==> config.mk <==
export PLATFORM = sky130hd
export DESIGN_NAME = multicycle_control
export DESIGN_NICKNAME = d
export VERILOG_FILES = /design/src/rtl/multicycle_control.sv
export SDC_FILE = /design/constraint.sdc
export NUM_CORES = 1
export LEC_CHECK = 0
export CAP_MARGIN = 10
export CORE_AREA = 2 2 66 80
export CTS_CLUSTER_DIAMETER = 40
export DETAILED_ROUTE_END_ITERATION = 16
export DIE_AREA = 0 0 68 82
export MAX_ROUTING_LAYER = met4
export PLACE_DENSITY = 0.88
export SLEW_MARGIN = 20
export SYNTH_ARGS = -nofsm -noshare
export SYNTH_HDL_FRONTEND = slang
export SYNTH_SLANG_ARGS = --single-unit
==> constraint.sdc <==
create_clock -name clk -period 2.97 [get_ports clk]
set_clock_uncertainty 0.2 [all_clocks]
set_input_delay 0.594 -clock clk [delete_from_list [all_inputs] [get_ports clk]]
set_output_delay 0.594 -clock clk [all_outputs]
set_load 0.1 [all_outputs]
==> src/rtl/multicycle_control.sv <==
// Multi-cycle RV32I controller: sequences fetch/decode/execute/memory/writeback on a shared
// datapath, stalls on mem_ready, traps on illegal opcodes or bus timeout, counts retirements.
module multicycle_control #(
  parameter int unsigned TIMEOUT = 16
) (
  input  logic        clk,
  input  logic        rst_n,
  input  logic [6:0]  opcode,
  input  logic        mem_ready,
  input  logic        branch_cond,
  output logic        PCWrite,
  output logic        IRWrite,
  output logic        RegWrite,
  output logic        MemRead,
  output logic        MemWrite,
  output logic        MemToReg,
  output logic        IorD,
  output logic        ALUSrcA,
  output logic [1:0]  ALUSrcB,
  output logic [1:0]  ALUOp,
  output logic        PCSrc,
  output logic [3:0]  state,
  output logic        trap,
  output logic [1:0]  trap_cause,
  output logic [31:0] instret
);

  typedef enum logic [3:0] {
    StIdle    = 4'd0,
    StFetch   = 4'd1,
    StDecode  = 4'd2,
    StExecR   = 4'd3,
    StExecI   = 4'd4,
    StAluWb   = 4'd5,
    StMemAddr = 4'd6,
    StMemRd   = 4'd7,
    StMemWb   = 4'd8,
    StMemWr   = 4'd9,
    StBranch  = 4'd10,
    StTrap    = 4'd15
  } state_e;

  localparam logic [6:0] OpR      = 7'b0110011;
  localparam logic [6:0] OpImm    = 7'b0010011;
  localparam logic [6:0] OpLoad   = 7'b0000011;
  localparam logic [6:0] OpStore  = 7'b0100011;
  localparam logic [6:0] OpBranch = 7'b1100011;

  localparam logic [1:0] CauseNone    = 2'b00;
  localparam logic [1:0] CauseIllegal = 2'b01;
  localparam logic [1:0] CauseBus     = 2'b10;

  // Keep at least one bit so TIMEOUT=0 still elaborates; the compare is then disabled.
  localparam int unsigned CntW = (TIMEOUT == 0) ? 1 : $clog2(TIMEOUT + 1);
  localparam logic [CntW-1:0] CntLast = (TIMEOUT == 0) ? '0 : CntW'(TIMEOUT - 1);

  state_e            state_q, state_d;
  logic [CntW-1:0]   wait_q, wait_d;
  logic [1:0]        cause_q, cause_d;
  logic [31:0]       instret_q;
  logic              retire;
  logic              timed_out;

  assign timed_out = (TIMEOUT != 0) && (wait_q == CntLast) && !mem_ready;

  // Next state; wait_d defaults to zero so the counter clears on entry and on mem_ready.
  always_comb begin
    state_d = state_q;
    wait_d  = '0;
    cause_d = cause_q;
    retire  = 1'b0;
    case (state_q)
      StIdle: state_d = StFetch;
      StFetch, StMemRd, StMemWr: begin
        if (mem_ready) begin
          if (state_q == StFetch) begin
            state_d = StDecode;
          end else if (state_q == StMemRd) begin
            state_d = StMemWb;
          end else begin
            state_d = StFetch;
            retire  = 1'b1;
          end
        end else if (timed_out) begin
          state_d = StTrap;
          cause_d = CauseBus;
        end else begin
          wait_d = wait_q + 1'b1;
        end
      end
      StDecode: begin
        case (opcode)
          OpR:             state_d = StExecR;
          OpImm:           state_d = StExecI;
          OpLoad, OpStore: state_d = StMemAddr;
          OpBranch:        state_d = StBranch;
          default: begin
            state_d = StTrap;
            cause_d = CauseIllegal;
          end
        endcase
      end
      StExecR, StExecI: state_d = StAluWb;
      StMemAddr:        state_d = (opcode == OpLoad) ? StMemRd : StMemWr;
      StAluWb, StMemWb, StBranch: begin
        state_d = StFetch;
        retire  = 1'b1;
      end
      StTrap:  state_d = StTrap;
      default: state_d = StIdle;
    endcase
  end

  always_comb begin
    PCWrite  = 1'b0;
    IRWrite  = 1'b0;
    RegWrite = 1'b0;
    MemRead  = 1'b0;
    MemWrite = 1'b0;
    MemToReg = 1'b0;
    IorD     = 1'b0;
    ALUSrcA  = 1'b0;
    ALUSrcB  = 2'b00;
    ALUOp    = 2'b00;
    PCSrc    = 1'b0;
    case (state_q)
      StFetch: begin
        MemRead = 1'b1;
        ALUSrcB = 2'b01;
        IRWrite = mem_ready;
        PCWrite = mem_ready;
      end
      StDecode: ALUSrcB = 2'b10;
      StExecR: begin
        ALUSrcA = 1'b1;
        ALUOp   = 2'b10;
      end
      StExecI: begin
        ALUSrcA = 1'b1;
        ALUSrcB = 2'b10;
        ALUOp   = 2'b10;
      end
      StAluWb: RegWrite = 1'b1;
      StMemAddr: begin
        ALUSrcA = 1'b1;
        ALUSrcB = 2'b10;
      end
      StMemRd: begin
        MemRead = 1'b1;
        IorD    = 1'b1;
      end
      StMemWb: begin
        RegWrite = 1'b1;
        MemToReg = 1'b1;
      end
      StMemWr: begin
        MemWrite = 1'b1;
        IorD     = 1'b1;
      end
      StBranch: begin
        ALUSrcA = 1'b1;
        ALUOp   = 2'b01;
        PCSrc   = 1'b1;
        PCWrite = branch_cond;
      end
      default: ;
    endcase
  end

  always_ff @(posedge clk or negedge rst_n) begin
    if (!rst_n) begin
      state_q   <= StIdle;
      wait_q    <= '0;
      cause_q   <= CauseNone;
      instret_q <= 32'd0;
    end else begin
      state_q <= state_d;
      wait_q  <= wait_d;
      cause_q <= cause_d;
      if (retire) begin
        instret_q <= instret_q + 32'd1;
      end
    end
  end

  assign state      = state_q;
  assign trap       = (state_q == StTrap);
  assign trap_cause = cause_q;
  assign instret    = instret_q;

endmodule

# Word-level counts from Yosys, hierarchy flattened
# Index checks and enable logic that the tools add are counted.
op_classes:
  add_sub_neg: 2
  eq_ne: 21
  mux: 29
  n_reduce_logical: 16
ops:
  columns: ["operator", "n"]
  rows:
  - ["$add A32 B1 Y32 const B", 1]
  - ["$pmux W4 S6", 1]
  - ["$mux W4", 5]
  - ["$eq A4 B3 Y1 const B", 4]
  - ["$eq A4 B4 Y1 const B", 4]
  - ["$pmux W4 S4", 1]
  - ["$mux W5", 3]
  - ["$eq A7 B6 Y1 const B", 2]
  - ["$pmux W2 S2", 3]
  - ["$mux W1", 11]
  - ["$reduce_or A2 Y1", 5]
  - ["$reduce_or A3 Y1", 3]
  - ["$eq A4 B2 Y1 const B", 2]
  - ["$reduce_or A4 Y1", 2]
  - ["$eq A7 B2 Y1 const B", 1]
  - ["$eq A7 B5 Y1 const B", 1]
  - ["$eq A7 B7 Y1 const B", 1]
  - ["$mux W2", 3]
  - ["$ne A2 B2 Y1 const B", 3]
  - ["$add A5 B1 Y5 const B", 1]
  - ["$eq A5 B4 Y1 const B", 1]
  - ["$reduce_or A5 Y1", 1]
  - ["$eq A4 B1 Y1 const B", 1]
  - ["$logic_not A4 Y1", 1]
  - ["6 further kinds", 7]
word_totals:
  regBits: 43
  in_bits: 11
  word_cells: 72

# Depth between registers and ports, before layout
logic_depth:
  word_depth: 5
  ltp_mapped: 6

# Least setup slack after synthesis
# OpenSTA, ideal clock, no wires.
synth_timing:
  path_type: "register to output"
  from: "register state_q[1] (netlist: state[1])"
  to: "output port PCWrite"
  arrival_ns: 4.997
  t_required_ns: 2.176
  setup_slack_ns: -2.821
  path_stages_with_launch: 5
  path_buffers: 2
  path_cell_list: "dfrtp_1 > buf_2 > buf_1 > nor4_1 > a21o_1"
synth_via:
  elab_chain_cells: 2
synth_lines:
  columns: ["element", "line", "source"]
  rows:
  - ["start, declared", "57", "state_e state_q, state_d;"]
  - ["start signal, assigned", "172", "state_q <= StIdle;"]
  - ["start signal, assigned", "177", "state_q <= state_d;"]
  - ["$eq A4 B4 Y1 or $eq A4 B1 Y1 (tied branches)", "126", "case (state_q)"]
  - ["$pmux W1 S2 (*)", "126", null]
  - ["end, declared", "11", "output logic PCWrite,"]
# Every way passes the cells marked *; elsewhere a longest branch is shown, timed or not.

# Worst setup path in the final report
layout_timing:
  from: "input port mem_ready"
  to: "output port PCWrite"
layout_via:
  elab_chain_cells: 1
layout_lines:
  columns: ["element", "line", "source"]
  rows:
  - ["start, declared", "9", "input logic mem_ready,"]
  - ["$pmux W1 S2", "126", null]
# Every way passes these cells.

==> flow_metrics.tcl <==
set metrics [dict create \
    synthCells 244 \
    die_h_um 82 \
    overflow 0 \
    pre_cts_ws_ns 0.233 \
    ys_async_sr_fraction_pct 100 \
    min_period_over_period_pct 92.2 \
    vdd_drop_max_uv 1290 \
    hp-class "in2async" \
    ys_ff_latch 43 \
    firstDrtPassIters 4 \
    grt_use_total_pct 21.1 \
    finalSetupViolations 0 \
    leakagePower_nw 1.40 \
    grt_pass1_vias 1951 \
    synthesis.nets 257 \
    fmax_ghz 0.365 \
    htree_levels 2 \
    cts_buffer_depth 2 \
    slew_headroom_pct 57.7 \
    viasPerCell 5.64 \
    diodes 0 \
    syn_area_um2 2460 \
    drt-initial-drc-count 136 \
    cts_buffers 5 \
    status "finished clean" \
    cts_hold_buf 0 \
    max_slew.worst_pin.slew_ns 0.634 \
    finalNetCount 317 \
    root_buffer "clkbuf_8" \
    power_density_nw_per_um2 971 \
    cts_tree "yes" \
    rows 28 \
    worst-setup-path-type "in2out" \
    grt_start_max_net_pins 33 \
    final_antenna_net_count 0 \
    wl_per_cell_um 14.8 \
    cp_max_fo 6 \
    via_count 2059 \
    path_clk_slew_ns 0.08 \
    yosysWarnings 0 \
    yosys_most_used_dff "dfrtp_1" \
    clock_latency_ns 0.30 \
    ys_seq_area_share_pct 43.7 \
    slew_violations 0 \
    wirelength_um 5410 \
    die-area_um2 5580 \
    ioPinCount 63 \
    dpl.hpwl_um 3920 \
    ys_types 56 \
    cp_data_required_time_ns 2.18 \
    p_total_mw 3.19 \
    max-cap-violations 0 \
    dpl-instance-area_um2 3200 \
    area_growth_pct 33.4 \
    antenna_found_initial 0 \
    drive_above_1_share_pct 30.8 \
    crit_arrival_ns 1.94 \
    critPathLaunchType "input pin" \
    port_buffers 62 \
    cts_resized 0 \
    setup_ws_ns 0.232 \
    clock-sinks 43 \
    start_util_pct 50.9 \
    core_um2 4830 \
    endpoint_kind "output port" \
    stdcell_area_um2 3280 \
    rsz0062_at_grt "false" \
    synth_edf_count 0 \
    syn_area_per_cell_um2 10.1 \
    drc_errors 0 \
    postCtsSetupBuffers 0 \
    min_period_ns 2.74 \
    gp_routability_congestion 0.857 \
    final-hold-violation-count 0 \
    die_w_um 68 \
    grt_first_pass_wirelength_um 8810 \
]
path summary, 6_finish.rpt:
kind	from	endpoint	depth (start not counted)	slack (ns)
min reg2reg	wait_q[0]	wait_q[0]	1	0.27
min in group clk	wait_q[0]	wait_q[0]	1	0.27
max reg2reg	state[0]	instret[1]	4	0.75
max	mem_ready	PCWrite	5	0.23
min	rst_n	instret[5]	1	0.11
max in group asynchronous	rst_n	instret[12]	2	1.82
registers in the layout (all words and copies together) (netlist names):
signal	count
trap_cause	2
instret	32
state	4
wait_q	5
worst max-delay path, cell delays in order:
cell             delay (ns)
clkdlybuf4s50_1        0.56
inv_2                  0.10
nor4_4                 0.38
a21o_4                 0.14
buf_12                 0.16
metal layers:
layer	global-route usage, %	routed length [um]	up-vias
met5	-	0	-
met4	7.20	93	0
met3	4.38	264	9
met2	35.2	2840	60
met1	25.0	2210	991
li1	-	-	999
cells by family (layout without fill, tap and decap cells):
kind of cell / Yosys count / count (layout) / synth area share (%)
AO/OA/AOI/OAI: 30 / 30 / 9.31
adder cells (fa/ha/maj): 2 / 2 / 1.02
buffers and inverters: 21 / 82 / 4.78
flip-flops: 43 / 43 / 43.7
AND/OR/NAND/NOR: 110 / 110 / 27.4
multiplexers: 3 / 3 / 1.32
XOR/XNOR: 35 / 35 / 12.5
per-stage QoR:
stage	cells	hold slack, ns	TNS [ns]	utilization, %
3_3_place_gp	357	0.254	0	66.1
4_1_cts	365	0.126	0	67.9
5_1_grt	365	0.144	0	67.9
6_report	365	0.111	0	67.9
2_1_floorplan	244	0.0984	-0.294	-
3_5_place_dp	357	0.257	0	66.1
power breakdown:
part	total (mW)	internal [mW]	switching, mW
combinational	1.94	0.582	1.36
sequential	0.884	0.669	0.216
clock	0.361	0.164	0.196
final cells by class:
| cell class | count | area (um^2) |
|---|---|---|
| sequential | 43 | 1090 |
| clock inverter | 2 | 12.5 |
| tap | 60 | 75.1 |
| clock buffer | 6 | 72.6 |
| timing repair buffer | 65 | 646 |
| multi-input combinational | 180 | 1350 |
| fill | 370 | 1550 |
| inverter | 9 | 33.8 |
cells in the mapped netlist (3+ instances only):
library cell | instances | area [um^2]
xor2_1 | 5 | 43.8
and3_1 | 6 | 37.5
nand4_1 | 23 | 144
nor4_2 | 3 | 37.5
xnor2_1 | 30 | 263
nor2_1 | 17 | 63.8
nand2b_1 | 4 | 25.0
nand3_1 | 11 | 55.1
buf_4 | 3 | 22.5
dfrtp_1 | 43 | 1080
nor3_1 | 7 | 35.0
nand3b_1 | 3 | 22.5
buf_2 | 4 | 20.0
nand4b_1 | 4 | 35.0
nand2_1 | 15 | 56.3
o21ai_0 | 3 | 15.0
inv_1 | 8 | 30.0
a21oi_1 | 7 | 35.0
buf_6 | 3 | 33.8
cell usage in the layout (no fill, tap or decap), drive strengths merged, types with 2 or more instances in the layout:
cell           instances
xnor2                 30
nand4                 24
and3                   6
nand3                 12
or3b                   2
inv                    9
a21oi                  9
nor2                  17
nor3                   8
ha                     2
o31a                   2
a32o                   2
o21ai                  4
or2                    2
buf                   56
and2                   2
nand4b                 4
xor2                   5
dfrtp                 43
a21boi                 2
nand2b                 4
clkbuf                 6
nand3b                 3
nand2                 15
mux2                   2
clkdlybuf4s50          9
nor4                   4
o22ai                  2
Note: power is estimated with default switching activity, not from simulation.
